--- config.mk ---
export PLATFORM = sky130hd
export DESIGN_NAME = dma_bus_arbiter
export DESIGN_NICKNAME = d
export VERILOG_FILES = /design/src/rtl/dma_bus_arbiter.sv
export SDC_FILE = /design/constraint.sdc
export NUM_CORES = 1
export LEC_CHECK = 0
export CORE_MARGIN = 8
export CORE_UTILIZATION = 59
export CTS_BUF_LIST = sky130_fd_sc_hd__clkbuf_2 sky130_fd_sc_hd__clkbuf_4 sky130_fd_sc_hd__clkbuf_8
export CTS_CLUSTER_SIZE = 20
export DETAILED_ROUTE_END_ITERATION = 8
export PLACE_DENSITY_LB_ADDON = 0.12
export SYNTH_ARGS = -nofsm -noshare
export SYNTH_HDL_FRONTEND = slang
export SYNTH_SLANG_ARGS = --single-unit
--- constraint.sdc ---
create_clock -name clk -period 5.1 [get_ports clk]
set_clock_uncertainty 0.15 [all_clocks]
set_input_delay 1.02 -clock clk [delete_from_list [all_inputs] [get_ports clk]]
set_output_delay 1.02 -clock clk [all_outputs]
set_load 0.01 [all_outputs]
--- src/rtl/dma_bus_arbiter.sv ---
// Cycle-stealing bus arbiter between a 6502 core and NREQ DMA requesters.
// Define DMA_ARB_RDY_ON_WRITE_EN for cores whose RDY also halts write cycles.
module dma_bus_arbiter #(
  parameter int NREQ      = 2,
  parameter int MAX_BURST = 8,
  parameter int CPU_GAP   = 1
) (
  input  logic            clk,
  input  logic            reset,
  input  logic            cpu_rw,
  input  logic [NREQ-1:0] req,
  output logic [NREQ-1:0] gnt,
  output logic            cpu_ready,
  output logic            dma_sel,
  output logic [2:0]      dma_owner
);

  localparam int            BW         = (MAX_BURST > 1) ? $clog2(MAX_BURST) : 1;
  localparam logic [BW-1:0] BURST_LAST = BW'(MAX_BURST - 1);
  localparam logic [3:0]    GAP_LOAD   = 4'(CPU_GAP);

  typedef enum logic [1:0] {S_CPU, S_HALT, S_GRANT} state_t;

  state_t          r_state, w_stateNext;
  logic [2:0]      r_rrPtr, w_rrNext;
  logic [2:0]      r_owner, w_ownerNext;
  logic [2:0]      w_winner, w_idx;
  logic [BW-1:0]   r_burst, w_burstNext;
  logic [3:0]      r_gap, w_gapNext;
  logic [NREQ-1:0] r_gnt, w_gntNext;
  logic            r_ready, w_readyNext;
  logic            r_sel, w_selNext;
  logic [7:0]      w_req8;
  logic            w_anyReq, w_found, w_frozen;

  assign w_req8   = 8'(req);
  assign w_anyReq = |req;

`ifdef DMA_ARB_RDY_ON_WRITE_EN
  assign w_frozen = 1'b1;
`else
  // NMOS cores keep running through write cycles; only a read actually stops them.
  assign w_frozen = cpu_rw;
`endif

  always_comb begin
    w_winner = '0;
    w_found  = 1'b0;
    w_idx    = '0;
    for (int i = 0; i < NREQ; i++) begin
      w_idx = 3'((int'(r_rrPtr) + i) % NREQ);
      if (!w_found && w_req8[w_idx]) begin
        w_winner = w_idx;
        w_found  = 1'b1;
      end
    end
  end

  always_comb begin
    w_stateNext = r_state;
    w_rrNext    = r_rrPtr;
    w_ownerNext = r_owner;
    w_burstNext = r_burst;
    w_gapNext   = r_gap;
    case (r_state)
      S_CPU: begin
        if (r_gap != 4'd0) w_gapNext = r_gap - 4'd1;
        if (w_anyReq && r_gap == 4'd0) w_stateNext = S_HALT;
      end
      S_HALT: begin
        if (w_frozen) begin
          if (w_anyReq) begin
            w_stateNext = S_GRANT;
            w_ownerNext = w_winner;
            w_rrNext    = (w_winner == 3'(NREQ - 1)) ? 3'd0 : w_winner + 3'd1;
            w_burstNext = '0;
          end else begin
            w_stateNext = S_CPU;
          end
        end
      end
      S_GRANT: begin
        // Grants always fall back to the CPU so the core runs between bursts.
        if (!w_req8[r_owner] || (MAX_BURST != 0 && r_burst == BURST_LAST)) begin
          w_stateNext = S_CPU;
          w_gapNext   = GAP_LOAD;
        end else begin
          w_burstNext = r_burst + 1'b1;
        end
      end
      default: w_stateNext = S_CPU;
    endcase

    w_readyNext = (w_stateNext == S_CPU);
    w_selNext   = (w_stateNext == S_GRANT);
    for (int j = 0; j < NREQ; j++) begin
      w_gntNext[j] = w_selNext && (w_ownerNext == 3'(j));
    end
  end

  always_ff @(posedge clk or posedge reset) begin
    if (reset) begin
      r_state <= S_CPU;
      r_rrPtr <= '0;
      r_owner <= '0;
      r_burst <= '0;
      r_gap   <= '0;
      r_gnt   <= '0;
      r_ready <= 1'b1;
      r_sel   <= 1'b0;
    end else begin
      r_state <= w_stateNext;
      r_rrPtr <= w_rrNext;
      r_owner <= w_ownerNext;
      r_burst <= w_burstNext;
      r_gap   <= w_gapNext;
      r_gnt   <= w_gntNext;
      r_ready <= w_readyNext;
      r_sel   <= w_selNext;
    end
  end

  assign gnt       = r_gnt;
  assign cpu_ready = r_ready;
  assign dma_sel   = r_sel;
  assign dma_owner = r_owner;

endmodule

==> run metrics, run 1 <==
outcome finished, final reports clean; met2 Use GR 21.4%; clock sinks 17; Setup crit end kind output pin; DRT iter0 DRCs 9; WP data required about 3.9 ns; hpwl dp 1.24 mm; critical path class reg -> out; Worst Max-Slew Pin Slew around 0.62 ns; sequential element share of the synthesized area around half; Util after Layout approximately 75%; CTS Root Buffer Type clkbuf_4; Max VDD drop 0.327 mV; compound-gate portion of the synthesized area 15.3%; Initial Utilization roughly 64%; mapped cell area between 800 and 900 um2; footprint of the multi-input gates 382 um2; total power 548 uW; YS warnings 0; fin area 993 um2; post-route ant nets 0; # resized after CTS 0; post-route clock period utilization between 40% and 50%; met3 usage 2.75%; register area 427 um2; nets@finish 97; num rows 13; Worst path slowest cell dfstp_2; CP Cell Sequence clkdlybuf4s50_1; Period minus WS final roughly 2.5 ns; Synth async-reset ratio 100%; first-pass detailed-route iteration total 4; gr ovfl total 0; largest cells by area after synthesis dfrtp_1, mux2i_1, ha_1; CP max FO 1; Hold Path Class reg -> reg; Top FF cell, synth dfrtp_1; clk_lat worst skew 0.28 ns; Post-CTS Setup Bufs 0; global-route wire length before repair between 2 and 3 mm; # fillers 97; routed len/inst 16.0 um; PD cells 552 nW/um2; # setup viols final 0; Die Span X 53.8 um; adder-cell share of the synthesized area 4.46%; FMAX 399 MHz; port bufs 11; H-Tree Depth 1; sum of negative setup slack 0 ns; ant diodes 0; Syn-to-layout area delta 18.0%; synthesized flop and latch total 17; RSZ-0062 raised after global routing false; CP Launch Type flop; Relative slew margins 58.6%; CTS Buf Count 3; max-cap violation count 0; max-slew violation count 0; count leader, synth dfrtp_1; GRT busiest layer met2; Mapped Nets between 80 and 90; Crit path buffers/inverters 1; post-synthesis mux area share 8.32%; routability cong. a little under 0.8; DRC errors left 0; DP Area about 960 um2; Data arrival, critical path approximately 1.3 ns; routing usage on met1 15.5%; Distinct cells, synth 29; Die Ht ~54 um; Mapped Avg Cell Area 11.2 um2; drt total wl 1.65 mm; Yosys top cell by area dfrtp_1; I/O pin cnt 12; core area 1320 um2; dpl ws 2.39 ns; top cells by count, synth dfrtp_1, inv_1, mux2i_1, o21ai_0, nor2_1; hold buffers post-CTS 0; Static Leak approximately 0.00044 uW; number of flops mapped to enable cells by yosys 0; average vias per placed instance 5.99; largest net degree at the start of global routing 18; post-synth top area share 47.5%; via count of the first global-routing pass approximately 620; largest family of logic cells by synthesized area simple AND/OR/NAND/NOR gates; clk slew on worst S/H paths around 0.090 ns; die area 2890 um2; initial antenna violation count 0; Longest Clk Path Bufs 2; family with the most delay on the worst path flip-flops; Worst Slack Setup Final 2.59 ns; Post-Synth Simple-Gate Area 17.2%; Max stage delay on crit path 0.53 ns; GRT Total Usage approximately an eighth; TritonCTS clock tree yes; Cells after Synth 75; Hold Vio Cnt, Final 0; XOR/XNOR Fraction of Synth Area 0%; Via Count 617; layout cells sized above 1 11.4%
==> kinds of logic after synthesis <==
kind of cell,count (synthesis)
flops,17
compound gates,18
buf+inv,9
fa+ha+maj,3
simple gates,21
mux,7
==> sequential cells by signal, indices dropped and copies added, names as in the netlist <==
name	flops
gnt	2
r_burst	3
r_rrPtr	1
dma_owner	3
cpu_ready	1
dma_sel	1
r_state	2
r_gap	4
==> cell type report <==
| cell class | count | share of cell area (%) |
|---|---|---|
| sequential | 17 | 42.9 |
| inverter | 7 | 2.64 |
| timing repair buffer | 11 | 11.1 |
| tap | 15 | 1.89 |
| clock buffer | 4 | 3.02 |
| multi-input combinational | 49 | 38.4 |
==> power by group <==
group	switching (uW)	internal, uW	leakage, uW
Sequential	53.9	188	0.000218
Combinational	116	116	0.000209
Clock	38.1	35.7	0.0000184
==> routing by layer <==
layer	vias up	wire [um]
met5	-	0
met4	0	61
met3	6	46
met2	11	809
met1	303	735
li1	297	-
==> path summary, 6_finish.rpt <==
check | start | to | slack (ns) | cells after the start
worst min register to register | r_rrPtr[0] | r_rrPtr[0] | 0.35 | 1
min in group asynchronous | reset | r_gap[2] | 0.95 | 2
worst max-delay path | cpu_ready | cpu_ready | 2.59 | 1
max in group asynchronous | reset | r_burst[0] | 3.45 | 2
worst min-delay path | r_rrPtr[0] | r_rrPtr[0] | 0.35 | 1
worst max register to register | r_burst[0] | r_gap[0] | 2.87 | 5
==> cells in the final DEF (no fill, tap or decap), types with 2 or more instances in the layout <==
master / netlist / routed
mux2i_1: 7 / 7
nor2b_1: 3 / 3
dfrtp_1: 16 / 16
clkdlybuf4s50_1: 0 / 11
nand2b_1: 2 / 2
nor2_1: 4 / 4
clkbuf_4: 0 / 4
inv_1: 7 / 7
o21a_1: 2 / 2
or3b_2: 2 / 2
ha_1: 3 / 3
nor3_1: 2 / 2
a21oi_1: 2 / 2
o2bb2ai_1: 3 / 3
o21ai_0: 5 / 5
==> metrics by stage <==
step	hold WS, ns	instances
after global placement	0.328	99
after detailed placement	0.330	99
after floorplan	0.299	75
final	0.351	103
after CTS	0.351	103
after global routing	0.369	103
(Power assumes the default switching activity.)
==> run 2: changes to the inputs <==
--- a/config.mk
+++ b/config.mk
@@ -6,7 +6,7 @@
 export NUM_CORES = 1
 export LEC_CHECK = 0
 export CORE_MARGIN = 8
-export CORE_UTILIZATION = 59
+export CORE_UTILIZATION = 55
 export CTS_BUF_LIST = sky130_fd_sc_hd__clkbuf_2 sky130_fd_sc_hd__clkbuf_4 sky130_fd_sc_hd__clkbuf_8
 export CTS_CLUSTER_SIZE = 20
 export DETAILED_ROUTE_END_ITERATION = 8
==> constraint.sdc (replaced) <==
create_clock -name clk -period 2.4 [get_ports clk]
set_clock_uncertainty 0.15 [all_clocks]
set_input_delay 0.48 -clock clk [delete_from_list [all_inputs] [get_ports clk]]
set_output_delay 0.48 -clock clk [all_outputs]
set_load 0.01 [all_outputs]
==> run 2 against run 1 <==
Effect of this change:
- final cell count rose by 2.9%
- core utilization down 6.8 points
- worst hold slack got worse by 0.0049 ns
- final area is 1.6% higher
- clock power increased by 110%
- power up 110%
- non-clock buffer count rose by 2
- combinational power grew 110%
- register-to-register slack got worse by 2.6 ns
- setup slack worse by 2.4 ns
==> run metrics, run 2 (synthesis results as in run 1) <==
Via Count 623 (+0.97%); via count of the first global-routing pass 614 (-0.81%); Max Used Layer met4; Setup crit start r_burst[0]; die area 3040 um2 (+5.1%); Reg2Reg Depth 5 (unchanged); ant diodes 0 (unchanged); nets@finish 99 (+2.1%); R2R Setup Slk 0.24 ns (-2.63 ns); commonest non-fill, non-tap cell in the layout dfrtp_1; layout cells sized above 1 13.3% (+2.0 points); PD cells 1140 nW/um2 (+110%); CTS Root Buffer Type clkbuf_4; average vias per placed instance 5.88 (-1.9%); post-route ant nets 0 (unchanged); Critical Path End r_gap[0]; Util after Layout 68.6% (-6.8 points); Hold Path Class reg -> reg; # resized after CTS 0 (unchanged); max-slew violation count 0 (unchanged); dpl ws 0.258 ns (-2.13 ns); routed length on met3 111 um (+140%); Hold Vio Cnt, Final 0 (unchanged); CTS Buf Count 3 (unchanged); clock sinks 17 (unchanged); TritonCTS clock tree yes; Die Span X 55.1 um (+2.5%); H-Tree Depth 1 (unchanged); Period minus WS final 2.16 ns; critical path class reg -> reg; DRT iter0 DRCs 8 (-1); first-pass detailed-route iteration total 4 (unchanged); Data arrival, critical path 2.17 ns (+0.83 ns); GRT Total Usage 11.8% (-1.5 points); Largest Register r_gap; met2 wire length 783 um (-3.2%); Max VDD drop 0.518 mV (+58%); clk_lat worst skew 0.29 ns (about the same); max-cap violation count 0 (unchanged); port bufs 11 (unchanged); I/O pin cnt 12 (unchanged); largest net degree at the start of global routing 18 (unchanged); Post-CTS Setup Bufs 0 (unchanged); Relative slew margins 58.4% (-0.26 points); core area 1470 um2 (+12%); sum of negative setup slack 0 ns (unchanged); CP Launch Type flop; fin area 1010 um2 (+1.6%); hpwl dp 1.20 mm (-3.5%); max reg flops 4 (unchanged); Static Leak 0.000450 uW (+1.1%); # setup viols final 0 (unchanged); initial antenna violation count 0 (unchanged); Initial Utilization 57.2% (-6.7 points); gr ovfl total 0 (unchanged); routability cong. 0.782 (+1.1%); Worst Max-Slew Pin Slew 0.624 ns (+0.00383 ns); Worst Slack Setup Final 0.240 ns (-2.35 ns); DP Area 980 um2 (+1.7%); routed len/inst 14.7 um (-8.4%); # fillers 123 (+27%); Syn-to-layout area delta 19.9%; global-route wire length before repair 2.69 mm (-4.4%); FMAX 463 MHz; RSZ-0062 raised after global routing false; Crit Reg-Reg Startpoint r_burst[0]; DRC errors left 0 (unchanged); drt total wl 1.56 mm (-5.7%); clk slew on worst S/H paths 0.11 ns (+0.02 ns); RR Endpoint r_gap[0]; Longest Clk Path Bufs 2 (unchanged); WP data required 2.41 ns (-1.52 ns); Die Ht 55.1 um (+2.5%); most frequent cells in the layout dfrtp_1, clkdlybuf4s50_1, mux2i_1, inv_1, o21ai_0; DRT met1 WL 658 um (-10%); num rows 14 (+1); Setup crit end kind flop; post-route clock period utilization 90.0%; CP max FO 5 (+4); hold buffers post-CTS 0 (unchanged); outcome finished, final reports clean
-- run 2: cell count changes in the layout (fill, tap and decap cells not counted) --
cell	before	now
clkbuf_4	4	3
clkinvlp_4	0	1
buf_4	0	2
-- run 2: power by group --
group	internal, uW	switching [uW]	leakage (uW)
Clock	63.4	92.6	0.0000139
Sequential	400	114	0.000218
Combinational	253	227	0.000218
Total	716	433	0.000450
-- run 2: worst min-delay path by stage --
stage                     from           end  depth (start not counted)
detailed placement  r_rrPtr[0]    r_rrPtr[0]                          1
floorplan                reset  dma_owner[0]                          1
finish              r_burst[0]    r_burst[0]                          1
CTS                 r_burst[0]    r_burst[0]                          1
global placement    r_burst[0]    r_burst[0]                          1
global route        r_burst[0]    r_burst[0]                          1
-- run 2: layout make-up --
| cell class | instances | area (um2) | share of cell area (%) |
|---|---|---|---|
| clock inverter | 1 | 7.51 | 0.743 |
| inverter | 7 | 26.3 | 2.60 |
| clock buffer | 3 | 22.5 | 2.23 |
| tap | 16 | 20.0 | 1.98 |
| multi-input combinational | 49 | 382 | 37.8 |
| sequential | 17 | 427 | 42.3 |
| timing repair buffer | 13 | 125 | 12.4 |
-- run 2: routing by layer --
metal | global-route usage (%) | vias up
met1 | 15.2 | 301
li1 | - | 300
met4 | 3.60 | 0
met5 | 0 | -
met2 | 19.0 | 20
met3 | 2.67 | 2
-- run 2: stage by stage --
| step | total power, uW | std cells | hold slack [ns] |
|---|---|---|---|
| 3_3_place_gp | 992 | 102 | 0.312 |
| 5_1_grt | 1250 | 106 | 0.369 |
| 2_1_floorplan | 855 | 75 | 0.255 |
| 4_1_cts | 1160 | 106 | 0.352 |
| 6_report | 1150 | 106 | 0.346 |
| 3_5_place_dp | 1010 | 102 | 0.331 |
-- run 2: worst max-delay path, stage by stage (launching register included) --
cell	delay [ns]
dfrtp_1	0.41
ha_1	0.21
ha_1	0.18
or4b_4	0.53
o21ai_0	0.40
a22oi_1	0.15
